**src/rtl/mem_bridge.sv**
```systemverilog
// rtl/mem_bridge.sv - single-transaction CPU load/store to word-bus bridge with timeout
// Optional misaligned-access trap enabled by defining MISALIGN_TRAP_EN.
module mem_bridge #(
  parameter int TIMEOUT_CYCLES = 16
) (
  input  logic        clock,
  input  logic        reset,
  input  logic [31:0] cpu_address,
  input  logic        cpu_read_enable,
  input  logic        cpu_write_enable,
  input  logic [31:0] cpu_write_data,
  input  logic [1:0]  cpu_wstrb,
  output logic [31:0] cpu_read_data,
  output logic        cpu_stall,
  output logic        cpu_misaligned,
  output logic        bus_error,
  output logic        bus_req_valid,
  input  logic        bus_req_ready,
  output logic [31:0] bus_addr,
  output logic        bus_we,
  output logic [31:0] bus_wdata,
  output logic [3:0]  bus_be,
  input  logic        bus_resp_valid,
  input  logic [31:0] bus_rdata
);

  localparam logic [1:0] S_IDLE = 2'd0;
  localparam logic [1:0] S_REQ  = 2'd1;
  localparam logic [1:0] S_RESP = 2'd2;
  localparam logic [1:0] S_DONE = 2'd3;

  // Counter may overshoot the limit by one when the handshake lands on the last REQ cycle.
  localparam int CW = $clog2(TIMEOUT_CYCLES + 2);
  localparam logic [CW-1:0] LAST = CW'(TIMEOUT_CYCLES - 1);

  logic [1:0]    state;
  logic [1:0]    size_q;
  logic [1:0]    offset_q;
  logic [CW-1:0] counter;

  logic          request;
  logic          misaligned;
  logic [1:0]    req_off;
  logic [3:0]    req_be;
  logic [31:0]   rdata_shifted;
  logic [31:0]   rdata_aligned;

  assign request = cpu_read_enable | cpu_write_enable;

  // Lane selection uses the lowest enabled byte, so sub-size offset bits are dropped.
  always_comb begin
    req_off = cpu_address[1:0];
    req_be  = 4'b0001 << cpu_address[1:0];
    if (cpu_wstrb[1]) begin
      req_off = 2'b00;
      req_be  = 4'b1111;
    end else if (cpu_wstrb[0]) begin
      req_off = {cpu_address[1], 1'b0};
      req_be  = 4'b0011 << {cpu_address[1], 1'b0};
    end
  end

`ifdef MISALIGN_TRAP_EN
  assign misaligned = cpu_wstrb[1] ? (cpu_address[1:0] != 2'b00)
                                   : (cpu_wstrb[0] & cpu_address[0]);
`else
  assign misaligned = 1'b0;
`endif

  assign rdata_shifted = bus_rdata >> {offset_q, 3'b000};

  always_comb begin
    rdata_aligned = rdata_shifted;
    case (size_q)
      2'b00:   rdata_aligned = {24'd0, rdata_shifted[7:0]};
      2'b01:   rdata_aligned = {16'd0, rdata_shifted[15:0]};
      default: rdata_aligned = rdata_shifted;
    endcase
  end

  assign bus_req_valid = (state == S_REQ);
  assign cpu_stall     = !reset && (((state == S_IDLE) && request) ||
                                    (state == S_REQ) || (state == S_RESP));

  always_ff @(posedge clock or posedge reset) begin
    if (reset) begin
      state          <= S_IDLE;
      size_q         <= 2'b00;
      offset_q       <= 2'b00;
      counter        <= '0;
      bus_addr       <= 32'd0;
      bus_we         <= 1'b0;
      bus_wdata      <= 32'd0;
      bus_be         <= 4'd0;
      cpu_read_data  <= 32'd0;
      bus_error      <= 1'b0;
      cpu_misaligned <= 1'b0;
    end else begin
      bus_error      <= 1'b0;
      cpu_misaligned <= 1'b0;
      case (state)
        S_IDLE: begin
          if (request) begin
            if (misaligned) begin
              cpu_misaligned <= 1'b1;
              cpu_read_data  <= 32'd0;
              state          <= S_DONE;
            end else begin
              bus_addr  <= {cpu_address[31:2], 2'b00};
              bus_we    <= cpu_write_enable;
              bus_be    <= req_be;
              bus_wdata <= cpu_write_data << {req_off, 3'b000};
              size_q    <= cpu_wstrb;
              offset_q  <= req_off;
              counter   <= '0;
              state     <= S_REQ;
            end
          end
        end
        S_REQ: begin
          counter <= counter + 1'b1;
          if (bus_req_ready) begin
            state <= S_RESP;
          end else if (counter >= LAST) begin
            bus_error     <= 1'b1;
            cpu_read_data <= 32'd0;
            state         <= S_DONE;
          end
        end
        S_RESP: begin
          counter <= counter + 1'b1;
          if (bus_resp_valid) begin
            if (!bus_we) cpu_read_data <= rdata_aligned;
            state <= S_DONE;
          end else if (counter >= LAST) begin
            bus_error     <= 1'b1;
            cpu_read_data <= 32'd0;
            state         <= S_DONE;
          end
        end
        default: state <= S_IDLE;
      endcase
    end
  end

endmodule
```
**config.mk**
```make
export PLATFORM = sky130hd
export DESIGN_NAME = mem_bridge
export DESIGN_NICKNAME = d
export VERILOG_FILES = /design/src/rtl/mem_bridge.sv
export SDC_FILE = /design/constraint.sdc
export NUM_CORES = 1
export LEC_CHECK = 0
export CAP_MARGIN = 15
export CORE_MARGIN = 2
export CORE_UTILIZATION = 39
export DETAILED_ROUTE_END_ITERATION = 12
export GPL_TIMING_DRIVEN = 0
export PLACE_DENSITY_LB_ADDON = 0.08
export SYNTH_ARGS = -nofsm -noshare
export SYNTH_HDL_FRONTEND = slang
export SYNTH_SLANG_ARGS = --single-unit
```
**constraint.sdc**
```tcl
create_clock -name clock -period 3.09 [get_ports clock]
set_input_delay 0.309 -clock clock [delete_from_list [all_inputs] [get_ports clock]]
set_output_delay 0.309 -clock clock [all_outputs]
set_load 0.005 [all_outputs]
```
==> run_results.csv, run 1 <==
group,metric,value,unit
power_and_ir_drop,p_sw,2390,uW
floorplanning,die-area,14300,sq um
synthesis,yosysUniqueCellTypes,48,
setup_path,required,2.78,ns
synthesis,synthCells,503,
grt,antenna_found_initial,0,
synthesis,synth_ff_type,"dfrtp_1",
synthesis,ys_ff_latch,111,
finish,nets,835,
sta,post-route-min-period,2.84,ns
power_and_ir_drop,p_sw_frac,0.335,
power_and_ir_drop,pwr-share-seq,0.348,
setup_path,start_kind,"flop",
place,gp_congestion,0.827,
synthesis,ys.warnings.count,0,
finish,fillers,1139,
power_and_ir_drop,p_int,4730,uW
clock_tree,insertion_delay,0.35,ns
sta,setup_tns,0,ns
clock_tree,h-tree-depth,3,
synthesis,synth_edf_count,0,
clock_tree,cts_buffers,9,
min_path,hold_path_class,"reg -> reg",
route,via_per_inst,5.17,
outcome,status,"finished clean",
route,wl_per_cell,17.8,um
synthesis,avgSynthCellArea,10.3,sq um
floorplanning,die_h,119,um
clock_tree,root_buffer,"clkbuf_16",
floorplanning,rows,42,
synthesis,ys_async_sr_fraction,1.00,
finish,antenna_cells,0,
power_and_ir_drop,power_leakage,0.00346,uW
power_and_ir_drop,power.density,904,nW/um^2
grt,grt_pass1_vias,4823,
floorplanning,core_area,13100,sq um
route,via_count,4675,
power_and_ir_drop,clock_power_share,0.194,
power_and_ir_drop,power_frac_comb,0.458,
power_and_ir_drop,power,7120,uW
route,wirelength,16100,um
clock_tree,cts.sinks,111,
run,cap_violations,0,
floorplanning,start_util,0.395,
sta,grt_setup_unrepaired,"false",
sta,finalCritPeriodShare,0.918,
clock_tree,clkTransAtPathRegs,0.07,ns
clock_tree,cts_setup_buffers,0,
synthesis,yosysSeqAreaShare,0.535,
floorplanning,io_pins,209,
grt,globalRouteTotalUtil,0.227,
sta,fin_skew,0.00671,ns
grt,grt_max_degree,42,
route,dr.pass1.iters,5,
route,drt_iter0_markers,320,
route,final_antenna_net_count,0,
setup_path,crit_type,"reg -> out",
grt,grt_pass1_wl,25300,um
floorplanning,die_x,119,um
synthesis,syn-cell-area,5190,sq um
sta,relSlewSlack,0.434,
sta,finalSetupViolations,0,
place,placed_cell_area,7520,sq um
sta,hold_viol_final,0,
grt,overflow,0,
finish,synthToLayoutAreaGrowth,51.7,%
route,drc,0,
finish,fin_area,7880,sq um
clock_tree,cts_tree,"built",
clock_tree,holdBufCountCts,0,
clock_tree,cts_buffer_depth,2,
sta,tightestPinTransition,0.848,ns
power_and_ir_drop,peakVddDrop,0.000450,V
setup_path,r2r_setup_slack,0.73,ns
place,dp_hpwl,11800,um
setup_path,path_max_fanout,10,
sta,slew_violations,0,
clock_tree,ctsResizeCount,0,
place,portBuffers,205,
finish,layout-drive-gt1-share,0.0837,
setup_path,cp-end-kind,"primary output",
setup_path,arrival,2.53,ns
sta,max_clock_freq,352,MHz
[registers in the layout (all words and copies together), names as in the netlist]
| signal | count |
|---|---|
| bus_wdata | 32 |
| cpu_read_data | 32 |
| bus_addr | 30 |
| counter | 5 |
| bus_be | 4 |
| offset_q | 2 |
| size_q | 2 |
| state | 2 |
| bus_error | 1 |
| bus_we | 1 |
[final timing paths]
| check | startpoint | end | cells after the start |
|---|---|---|---|
| worst min register to register | bus_addr[8]$_DFFE_PP0P_ | bus_addr[8]$_DFFE_PP0P_ | 2 |
| worst max register to register | state[0]$_DFFE_PP0P_ | cpu_read_data[27]$_DFFE_PP0P_ | 7 |
| min in group asynchronous | reset | cpu_read_data[9]$_DFFE_PP0P_ | 2 |
| worst max-delay path | state[0]$_DFFE_PP0P_ | cpu_stall | 7 |
| worst min-delay path | bus_addr[8]$_DFFE_PP0P_ | bus_addr[8]$_DFFE_PP0P_ | 2 |
| max in group asynchronous | reset | counter[2]$_DFFE_PP0P_ | 3 |
[critical path: stages, from the launching register on]
cell,delay [ns]
dfrtp_1,0.44
inv_1,0.11
ha_1,0.20
buf_2,0.17
o21ai_2,0.23
clkbuf_1,0.42
a21oi_1,0.12
clkdlybuf4s50_1,0.47
[stage by stage]
stage / instances / util / hold slack (ns) / setup slack, ns
floorplan: 505 / - / 0.414 / 1.22
detailed placement: 888 / 0.572 / 0.462 / 0.473
CTS: 904 / 0.599 / 0.463 / 0.245
finish: 905 / 0.600 / 0.478 / 0.252
global placement: 886 / 0.569 / 0.459 / 0.260
global route: 905 / 0.600 / 0.479 / 0.136
[layout by cell type, fill, tap and decap left out, drive strengths merged, types with 9 or more instances in the layout]
cell type / instances
buf: 20
o21ai: 38
clkbuf: 27
mux2i: 32
nand2: 139
o2bb2ai: 9
nor2b: 14
a211o: 9
a22o: 24
clkdlybuf4s50: 205
dfrtp: 111
[power by group through the flow]
| stage | sequential, uW | clock (uW) | combinational, uW |
|---|---|---|---|
| 2_1_floorplan | 2490 | 0 | 1420 |
| 3_3_place_gp | 2470 | 0 | 3210 |
| 3_5_place_dp | 2490 | 0 | 3280 |
| 4_1_cts | 2480 | 1410 | 3300 |
| 5_1_grt | 2560 | 1470 | 3550 |
| 6_report | 2480 | 1380 | 3260 |
[cell usage after synthesis (2+ instances only)]
master	count	area, sq um
nor2_2	2	12.5
ha_1	7	87.6
a211o_1	8	70.1
a32o_1	8	80.1
a22oi_1	8	60.1
nand3_1	4	20.0
nor2_1	5	18.8
a22o_2	16	160
nand3b_1	2	15.0
a21oi_1	3	15.0
nor3_1	3	15.0
o211ai_1	2	15.0
buf_6	5	56.3
a21o_1	2	15.0
inv_1	7	26.3
a22o_1	8	70.1
nand4b_1	2	17.5
dfrtp_1	111	2780
nand2_1	139	522
o2bb2ai_1	9	78.8
o22ai_1	8	50.1
a211oi_1	8	60.1
mux2i_1	32	320
buf_4	6	45.0
clkbuf_1	15	56.3
o21a_1	3	22.5
o31ai_1	2	15.0
buf_2	5	25.0
and2b_1	5	37.5
nor2b_1	14	87.6
o21ai_0	37	185
[area by class of cell]
| cell class | instances | area (sq um) | share of cell area |
|---|---|---|---|
| clock inverter | 5 | 104 | 0.0132 |
| multi-input combinational | 354 | 2210 | 0.280 |
| inverter | 7 | 30.0 | 0.00381 |
| clock buffer | 11 | 253 | 0.0321 |
| timing repair buffer | 208 | 2100 | 0.266 |
| sequential | 111 | 2780 | 0.352 |
| tap | 176 | 220 | 0.0279 |
| buffer | 33 | 191 | 0.0243 |
[cell families (layout without fill, tap and decap cells)]
group,Yosys count,in the layout,share of synthesized area
compound gates,127,127,0.186
fa+ha+maj,7,7,0.0169
buf+inv,40,264,0.0419
flops,111,111,0.535
mux,32,32,0.0617
other cells,1,3,0.000722
simple gates,185,185,0.158
[routing by layer]
metal	GRT usage	vias up	share of wire
met5	0	-	0
met1	0.281	2264	0.43
met2	0.375	175	0.47
met3	0.0608	32	0.071
met4	0.0941	0	0.029
li1	-	2204	-
Power figures use the tool's default switching activity.
==> inputs of run 2 (changes only) <==
- PLACE_DENSITY: unset -> 0.76
- PLACE_DENSITY_LB_ADDON: 0.08 -> unset
==> run 2 against run 1 <==
  * Non-clock buffer count is the same
  * Routed wire length shrank 0.38%
  * First-iteration DRC count shrank 7.8%
  * Utilization shrank 0.33 points
  * Clock power shrank 14%
  * Die area is the same
  * Register-to-register slack lost 0.14 ns
  * Via count grew 1.4%
  * Critical endpoint unchanged
  * Largest power group unchanged
==> run_results.csv, run 2 (same netlist as run 1, synthesis figures left out) <==
group,metric,value,unit
route,wirelength,16100,um
route,drt_iter0_markers,295,
grt,antenna_found_initial,0,
setup_path,crit_type,"reg -> out",
route,via_per_inst,5.24,
sta,post-route-min-period,2.90,ns
min_path,hold_path_class,"in -> async",
floorplanning,io_pins,209,
floorplanning,die-area,14300,sq um
finish,antenna_cells,0,
grt,grt_max_degree,33,
grt,grt_use_met3,0.0651,
finish,mostFrequentLayoutCell,"clkdlybuf4s50_1",
grt,top_usage_layer,"met2",
setup_path,r2r_cells,7,
finish,layout-drive-gt1-share,0.0824,
grt,grt_pass1_vias,4853,
clock_tree,cts_buffers,9,
run,cap_violations,0,
power_and_ir_drop,power_leakage,0.00343,uW
sta,finalCritPeriodShare,0.939,
sta,finalSetupViolations,0,
setup_path,cp-end-kind,"primary output",
setup_path,r2r_setup_slack,0.59,ns
setup_path,start_kind,"flop",
grt,globalRouteTotalUtil,0.227,
route,final_antenna_net_count,0,
sta,grt_setup_unrepaired,"false",
floorplanning,start_util,0.395,
setup_path,path_depth,7,
finish,synthToLayoutAreaGrowth,50.8,%
setup_path,required,2.78,ns
sta,fin_skew,0.0112,ns
power_and_ir_drop,power.density,885,nW/um^2
route,via_count,4740,
outcome,status,"finished clean",
finish,reg_top3,"bus_wdata x32, cpu_read_data x32, bus_addr x30",
grt,grtUsageMet2,0.389,
sta,hold_viol_final,0,
setup_path,path_max_fanout,10,
power_and_ir_drop,peakVddDrop,0.000422,V
setup_path,critical-path-slowest-cell,"clkdlybuf4s50_1",
place,dp_hpwl,11800,um
grt,grt_pass1_wl,25300,um
sta,setup_tns,0,ns
setup_path,path_cells,"inv_1, ha_1, buf_2, o21ai_2, clkbuf_1, a21oi_1, clkdlybuf4s50_1",
place,portBuffers,205,
clock_tree,cts_setup_buffers,0,
setup_path,cp_top_family,"buffers and inverters",
clock_tree,cts_tree,"built",
setup_path,r2r-start,"state[0]$_DFFE_PP0P_",
power_and_ir_drop,power,6940,uW
setup_path,rr_endpoint,"bus_wdata[17]$_DFFE_PP0P_",
route,dr.pass1.iters,5,
floorplanning,rows,42,
grt,overflow,0,
clock_tree,cts.sinks,111,
grt,use_met1,0.272,
finish,nets,835,
setup_path,arrival,2.59,ns
clock_tree,insertion_delay,0.36,ns
floorplanning,die_x,119,um
floorplanning,die_h,119,um
place,gp_congestion,0.840,
clock_tree,h-tree-depth,3,
setup_path,cpPeakStageDelay,0.50,ns
route,drc,0,
finish,final_cell_mix,"clkdlybuf4s50_1, nand2_1, dfrtp_1, o21ai_0, mux2i_1",
setup_path,path_buf_inv,4,
clock_tree,cts_buffer_depth,2,
sta,relSlewSlack,0.232,
floorplanning,core_area,13100,sq um
clock_tree,ctsResizeCount,0,
clock_tree,holdBufCountCts,0,
clock_tree,clkTransAtPathRegs,0.07,ns
route,wl_per_cell,17.8,um
sta,slew_violations,0,
sta,max_clock_freq,345,MHz
clock_tree,root_buffer,"clkbuf_16",
sta,tightestPinTransition,1.14,ns
## run 2: cell count changes in the layout (fill, tap and decap cells not counted)
cell	before	now
buf_2	6	5
buf_12	2	3
bufinv_16	3	1
clkbuf_8	2	1
clkinvlp_4	1	3
## run 2: metal layers
layer,up-vias,routed length (um)
li1,2209,-
met1,2323,6700
met2,186,7950
met3,22,1170
met4,0,242
met5,-,0
## run 2: cell type report
type / instances / area (sq um)
well taps: 176 / 220
fillers: 1081 / 5300
plain buffers: 33 / 191
multi-input cells: 354 / 2210
clock inverters: 5 / 58.8
repair buffers: 208 / 2110
inverters: 7 / 30.0
clock buffers: 10 / 239
flip-flops and latches: 111 / 2780
## run 2: through the flow
stage	setup WS, ns	cell area (sq um)	hold slack, ns	utilization	instances
detailed placement	0.407	7540	0.461	0.574	889
floorplan	1.22	5210	0.414	-	505
global placement	0.338	7480	0.458	0.569	886
global route	0.00242	7840	0.430	0.596	904
CTS	0.167	7840	0.382	0.596	904
finish	0.188	7840	0.381	0.596	904
## run 2: worst max path at each step
stage                                 from                            end  slack, ns
finish                state[0]$_DFFE_PP0P_                      cpu_stall       0.19
CTS                   state[0]$_DFFE_PP0P_                      cpu_stall       0.17
detailed placement        cpu_write_enable                      cpu_stall       0.41
global placement                     reset       bus_wdata[2]$_DFFE_PP0P_       0.34
global route          state[0]$_DFFE_PP0P_                      cpu_stall      0.002
floorplan           counter[0]$_DFFE_PP0P_  cpu_read_data[24]$_DFFE_PP0P_       1.22
## run 2: report_power, final
group          internal (uW)  switching (uW)
combinational           1810            1440
sequential              2090             411
clock                    647             545
==> inputs of run 3 (changes only) <==
- CORE_MARGIN: 2 -> 1
- TNS_END_PERCENT: unset -> 30
==> run 3 against run 2 <==
  * Global-route usage increased by 1.2 points
  * Largest cell class unchanged
  * Flip-flop and latch count unchanged
  * Sequential power hardly changed
  * Count of clock-buffer cells in the layout grew 2
  * Register-to-register slack improved by 0.03 ns
  * Utilization grew 1.4 points
==> run_results.csv, run 3 (same netlist as run 1, synthesis figures left out) <==
group,metric,value,unit
outcome,status,"finished clean",
floorplanning,start_util,0.405,
sta,setup_tns,0,ns
setup_path,cp_top_family,"buffers and inverters",
setup_path,path_buf_inv,4,
route,wl_per_cell,17.9,um
clock_tree,clkTransAtPathRegs,0.06,ns
clock_tree,cts_buffer_depth,2,
floorplanning,rows,41,
clock_tree,cts.sinks,111,
finish,post-route-util,0.611,
clock_tree,root_buffer,"clkbuf_16",
route,drc,0,
clock_tree,insertion_delay,0.35,ns
route,drt_iter0_markers,406,
route,via_count,4783,
grt,globalRouteTotalUtil,0.239,
setup_path,arrival,2.59,ns
sta,finalCritPeriodShare,0.938,
setup_path,crit_type,"reg -> out",
min_path,hold_path_class,"in -> async",
clock_tree,h-tree-depth,3,
setup_path,path_cells,"inv_1, ha_1, buf_2, o21ai_2, clkbuf_1, a21oi_1, clkdlybuf4s50_1",
grt,grt_pass1_vias,5011,
route,via_per_inst,5.31,
floorplanning,die-area,13800,sq um
finish,synthToLayoutAreaGrowth,50.8,%
place,portBuffers,205,
power_and_ir_drop,peakVddDrop,0.000504,V
floorplanning,die_h,117,um
sta,grt_setup_unrepaired,"false",
grt,grt_max_degree,39,
floorplanning,io_pins,209,
run,cap_violations,0,
power_and_ir_drop,power.density,883,nW/um^2
finish,layout-drive-gt1-share,0.0809,
clock_tree,cts_buffers,9,
grt,grt_pass1_wl,26000,um
sta,fin_skew,0.00634,ns
route,wirelength,16100,um
clock_tree,ctsResizeCount,0,
finish,nets,835,
setup_path,critical-path-slowest-cell,"clkdlybuf4s50_1",
sta,hold_viol_final,0,
setup_path,required,2.78,ns
setup_path,path_max_fanout,10,
grt,antenna_found_initial,0,
sta,tightestPinTransition,1.06,ns
floorplanning,die_x,117,um
finish,mostFrequentLayoutCell,"clkdlybuf4s50_1",
finish,fillers,1079,
setup_path,cpPeakStageDelay,0.48,ns
route,dr.pass1.iters,5,
sta,relSlewSlack,0.285,
sta,max_clock_freq,345,MHz
setup_path,start_kind,"flop",
sta,slew_violations,0,
clock_tree,cts_tree,"built",
sta,finalSetupViolations,0,
place,gp_congestion,0.866,
clock_tree,holdBufCountCts,0,
floorplanning,core_area,12800,sq um
route,final_antenna_net_count,0,
finish,antenna_cells,0,
finish,final_cell_mix,"clkdlybuf4s50_1, nand2_1, dfrtp_1, o21ai_0, mux2i_1",
place,dp_hpwl,12100,um
finish,reg_top3,"bus_wdata x32, cpu_read_data x32, bus_addr x30",
setup_path,cp-end-kind,"primary output",
clock_tree,cts_setup_buffers,0,
power_and_ir_drop,power_leakage,0.00344,uW
grt,overflow,0,
sta,post-route-min-period,2.90,ns
==> run 3: final timing paths <==
check | cells after the start | slack [ns] | from | to
worst max-delay path | 7 | 0.19 | state[0]$_DFFE_PP0P_ | cpu_stall
worst min-delay path | 2 | 0.38 | reset | bus_addr[9]$_DFFE_PP0P_
worst max register to register | 7 | 0.62 | state[0]$_DFFE_PP0P_ | bus_wdata[17]$_DFFE_PP0P_
worst min register to register | 2 | 0.47 | bus_addr[21]$_DFFE_PP0P_ | bus_addr[21]$_DFFE_PP0P_
max in group asynchronous | 4 | 1.97 | reset | bus_addr[23]$_DFFE_PP0P_
min in group clock | 2 | 0.47 | bus_addr[21]$_DFFE_PP0P_ | bus_addr[21]$_DFFE_PP0P_
==> run 3: layout make-up <==
type | instances | area [sq um] | area share
Tap cell | 172 | 215 | 0.0275
Clock buffer | 12 | 246 | 0.0315
Multi-Input combinational cell | 354 | 2210 | 0.282
Clock inverter | 4 | 45.0 | 0.00575
Sequential cell | 111 | 2780 | 0.355
Timing Repair Buffer | 208 | 2120 | 0.271
Buffer | 33 | 191 | 0.0244
Inverter | 7 | 30.0 | 0.00383
==> run 3: worst reg2reg max path, cell delays in order, from the launching register on <==
cell	delay (ns)
dfrtp_1	0.44
inv_1	0.14
ha_1	0.16
buf_2	0.19
o21ai_2	0.21
nor3_1	0.92
a22oi_1	0.17
o21ai_0	0.16
==> run 3: power by group <==
part           internal [uW]  switching (uW)
clock                    648             509
combinational           1810            1450
sequential              2090             412
==> run 3: metal layers <==
| metal | vias to the layer above | GRT usage | wire length (um) |
|---|---|---|---|
| li1 | 2213 | - | - |
| met1 | 2344 | 0.286 | 6710 |
| met2 | 203 | 0.408 | 7990 |
| met3 | 23 | 0.0764 | 1150 |
| met4 | 0 | 0.0698 | 255 |
| met5 | - | 0 | 0 |
==> run 3: metrics by stage <==
stage,hold slack [ns],worst slack [ns],instances,power [uW],area (sq um)
6_report,0.382,0.191,901,6920,7830
2_1_floorplan,0.414,1.22,505,3910,5210
3_5_place_dp,0.466,0.336,885,5780,7540
3_3_place_gp,0.459,0.339,882,5650,7470
4_1_cts,0.389,0.175,901,6970,7830
5_1_grt,0.411,0.0581,901,7360,7830
==> edit (settings of run 1) <==
Build with the macro `MISALIGN_TRAP_EN` defined.
--- a/src/rtl/mem_bridge.sv
+++ b/src/rtl/mem_bridge.sv
@@ -1,5 +1,7 @@
 // rtl/mem_bridge.sv - single-transaction CPU load/store to word-bus bridge with timeout
 // Optional misaligned-access trap enabled by defining MISALIGN_TRAP_EN.
+`define MISALIGN_TRAP_EN
+
 module mem_bridge #(
   parameter int TIMEOUT_CYCLES = 16
 ) (
Function: changed (a bounded check fails within 4 cycles, from zero or initial values and one cycle with reset high).
==> edit against run 1 <==
- utilization shrank 2.0 points
- power decreased by 1.2%
- register-to-register slack worse by 40 ps
- sequential share of layout area down 1.8 points
- sequential cell count grew 1
- fmax increased by 6.0%
- synthesized area rose by 11%
- critical path depth decreased by 1
- global-route usage shrank 0.92 points
- critical path type unchanged
- design area is 6.5% higher
- wire length grew 3.9%
- setup slack improved by 160 ps
==> edit: results (changes against run 1) <==
- Status: completed
- Met1 wire length: 7.05 mm (+2.8%)
- Via count: 4835 (+3.4%)
- Max VDD drop: 0.418 mV (-7.2%)
- HP Class: primary input to async pin
- Drt wl/cell: 18.8 um (+5.4%)
- Filler Cell Count: 1271 (+12%)
- Syn avg cell area: 11.9 um^2 (+15%)
- Layout Cells excl Fill: 892 (-1.4%)
- Buffering overhead: 27.6% (-1.4 points)
- Sequential cells: 112 (+0.90%)
- Largest net degree at the start of global routing: 39 (-7.1%)
- Met3 Use GR: 5.26% (-0.82 points)
- WL met2: 8.18 mm (+6.9%)
- First-pass GRT wire length: 27.5 mm (+8.7%)
- Post-placement cell count: 876 (-1.4%)
- Register area share after synthesis: 48.7% (-4.8 points)
- Layout cells sized above 1: 15.3% (+6.9 points)
- Yosys cell types: 55 (+15%)
- Seq area share: 33.4% (-1.8 points)
- Number of global-route vias before repair: 5158 (+6.9%)
- Post-DP HPWL: 12.5 mm (+5.7%)
- Leakage: 3.44 nW (-0.47%)
- Post-synth top cells: dfrtp_1 (112), mux2_2 (49), mux2i_1 (32), nand2_1 (32)
- Total GRT Usage: 21.7% (-0.92 points)
- Clock buf count: 13 (+2)
- GR met2 Demand/Resource: 36.3% (-1.2 points)
- Clock Skew: 11.7 ps (+4.98 ps)
- CP arrival: 2370 ps (-160 ps)
- Multi-input logic portion of the cell area: 32.2% (+4.2 points)
- Clk cell area share: 3.49% (-1.0 points)
- Routability Congestion: 0.781 (-5.6%)
- Synth area leaders: dfrtp_1 (49%), mux2_2 (9.6%), mux2i_1 (5.6%), a22o_1 (3.7%), mux4_2 (3.1%)
edit: cell types whose count changed after synthesis, sizes merged, moves of 6 or more:
cell    delta
a22oi      -8
buf        +9
clkbuf     -6
mux2      +49
mux4       +8
nand2    -107
nor2       +7
o211ai    +13
o21ai     -12
o22ai      -8
o31ai      +9
edit: worst paths after layout:
kind,from,cells past startpoint,endpoint,slack (ps)
worst max register to register,state[0],7,cpu_read_data[8],690
worst min-delay path,reset,2,bus_addr[3],340
worst max-delay path,state[1],6,cpu_stall,410
worst min register to register,bus_be[0],1,bus_be[0],480
min in group clock,cpu_wstrb[1],3,bus_be[1],400
max in group asynchronous,reset,4,cpu_read_data[17],2010
edit: report_power, final:
group	leakage, nW	internal [W]	switching [W]	total [W]
registers	1.42	0.00203	0.000337	0.00237
logic	1.87	0.00196	0.00152	0.00348
clock network	0.147	0.000621	0.000564	0.00118
edit: stage by stage:
stage | area, um^2 | hold slack [ps] | worst slack [ps]
3_3_place_gp | 8040 | 460 | 231
6_report | 8390 | 337 | 414
4_1_cts | 8390 | 341 | 401
5_1_grt | 8390 | 372 | 246
3_5_place_dp | 8100 | 465 | 550
2_1_floorplan | 5760 | 427 | 1080
edit: logic make-up after synthesis:
| group | count (synthesis) | share of synthesized area (%) |
|---|---|---|
| compound gates | 124 | 16.8 |
| xor+xnor | 1 | 0.152 |
| fa+ha+maj | 7 | 1.52 |
| buf+inv | 47 | 4.43 |
| flops | 112 | 48.7 |
| mux | 89 | 18.3 |
| other cells | 1 | 0.0651 |
| simple gates | 103 | 10.1 |
edit: critical path, stage by stage, from the launching register on:
cell	delay [ps]
dfrtp_1	430
inv_1	110
ha_1	310
clkbuf_1	380
nor2_1	90
a21oi_1	160
clkdlybuf4s50_1	520
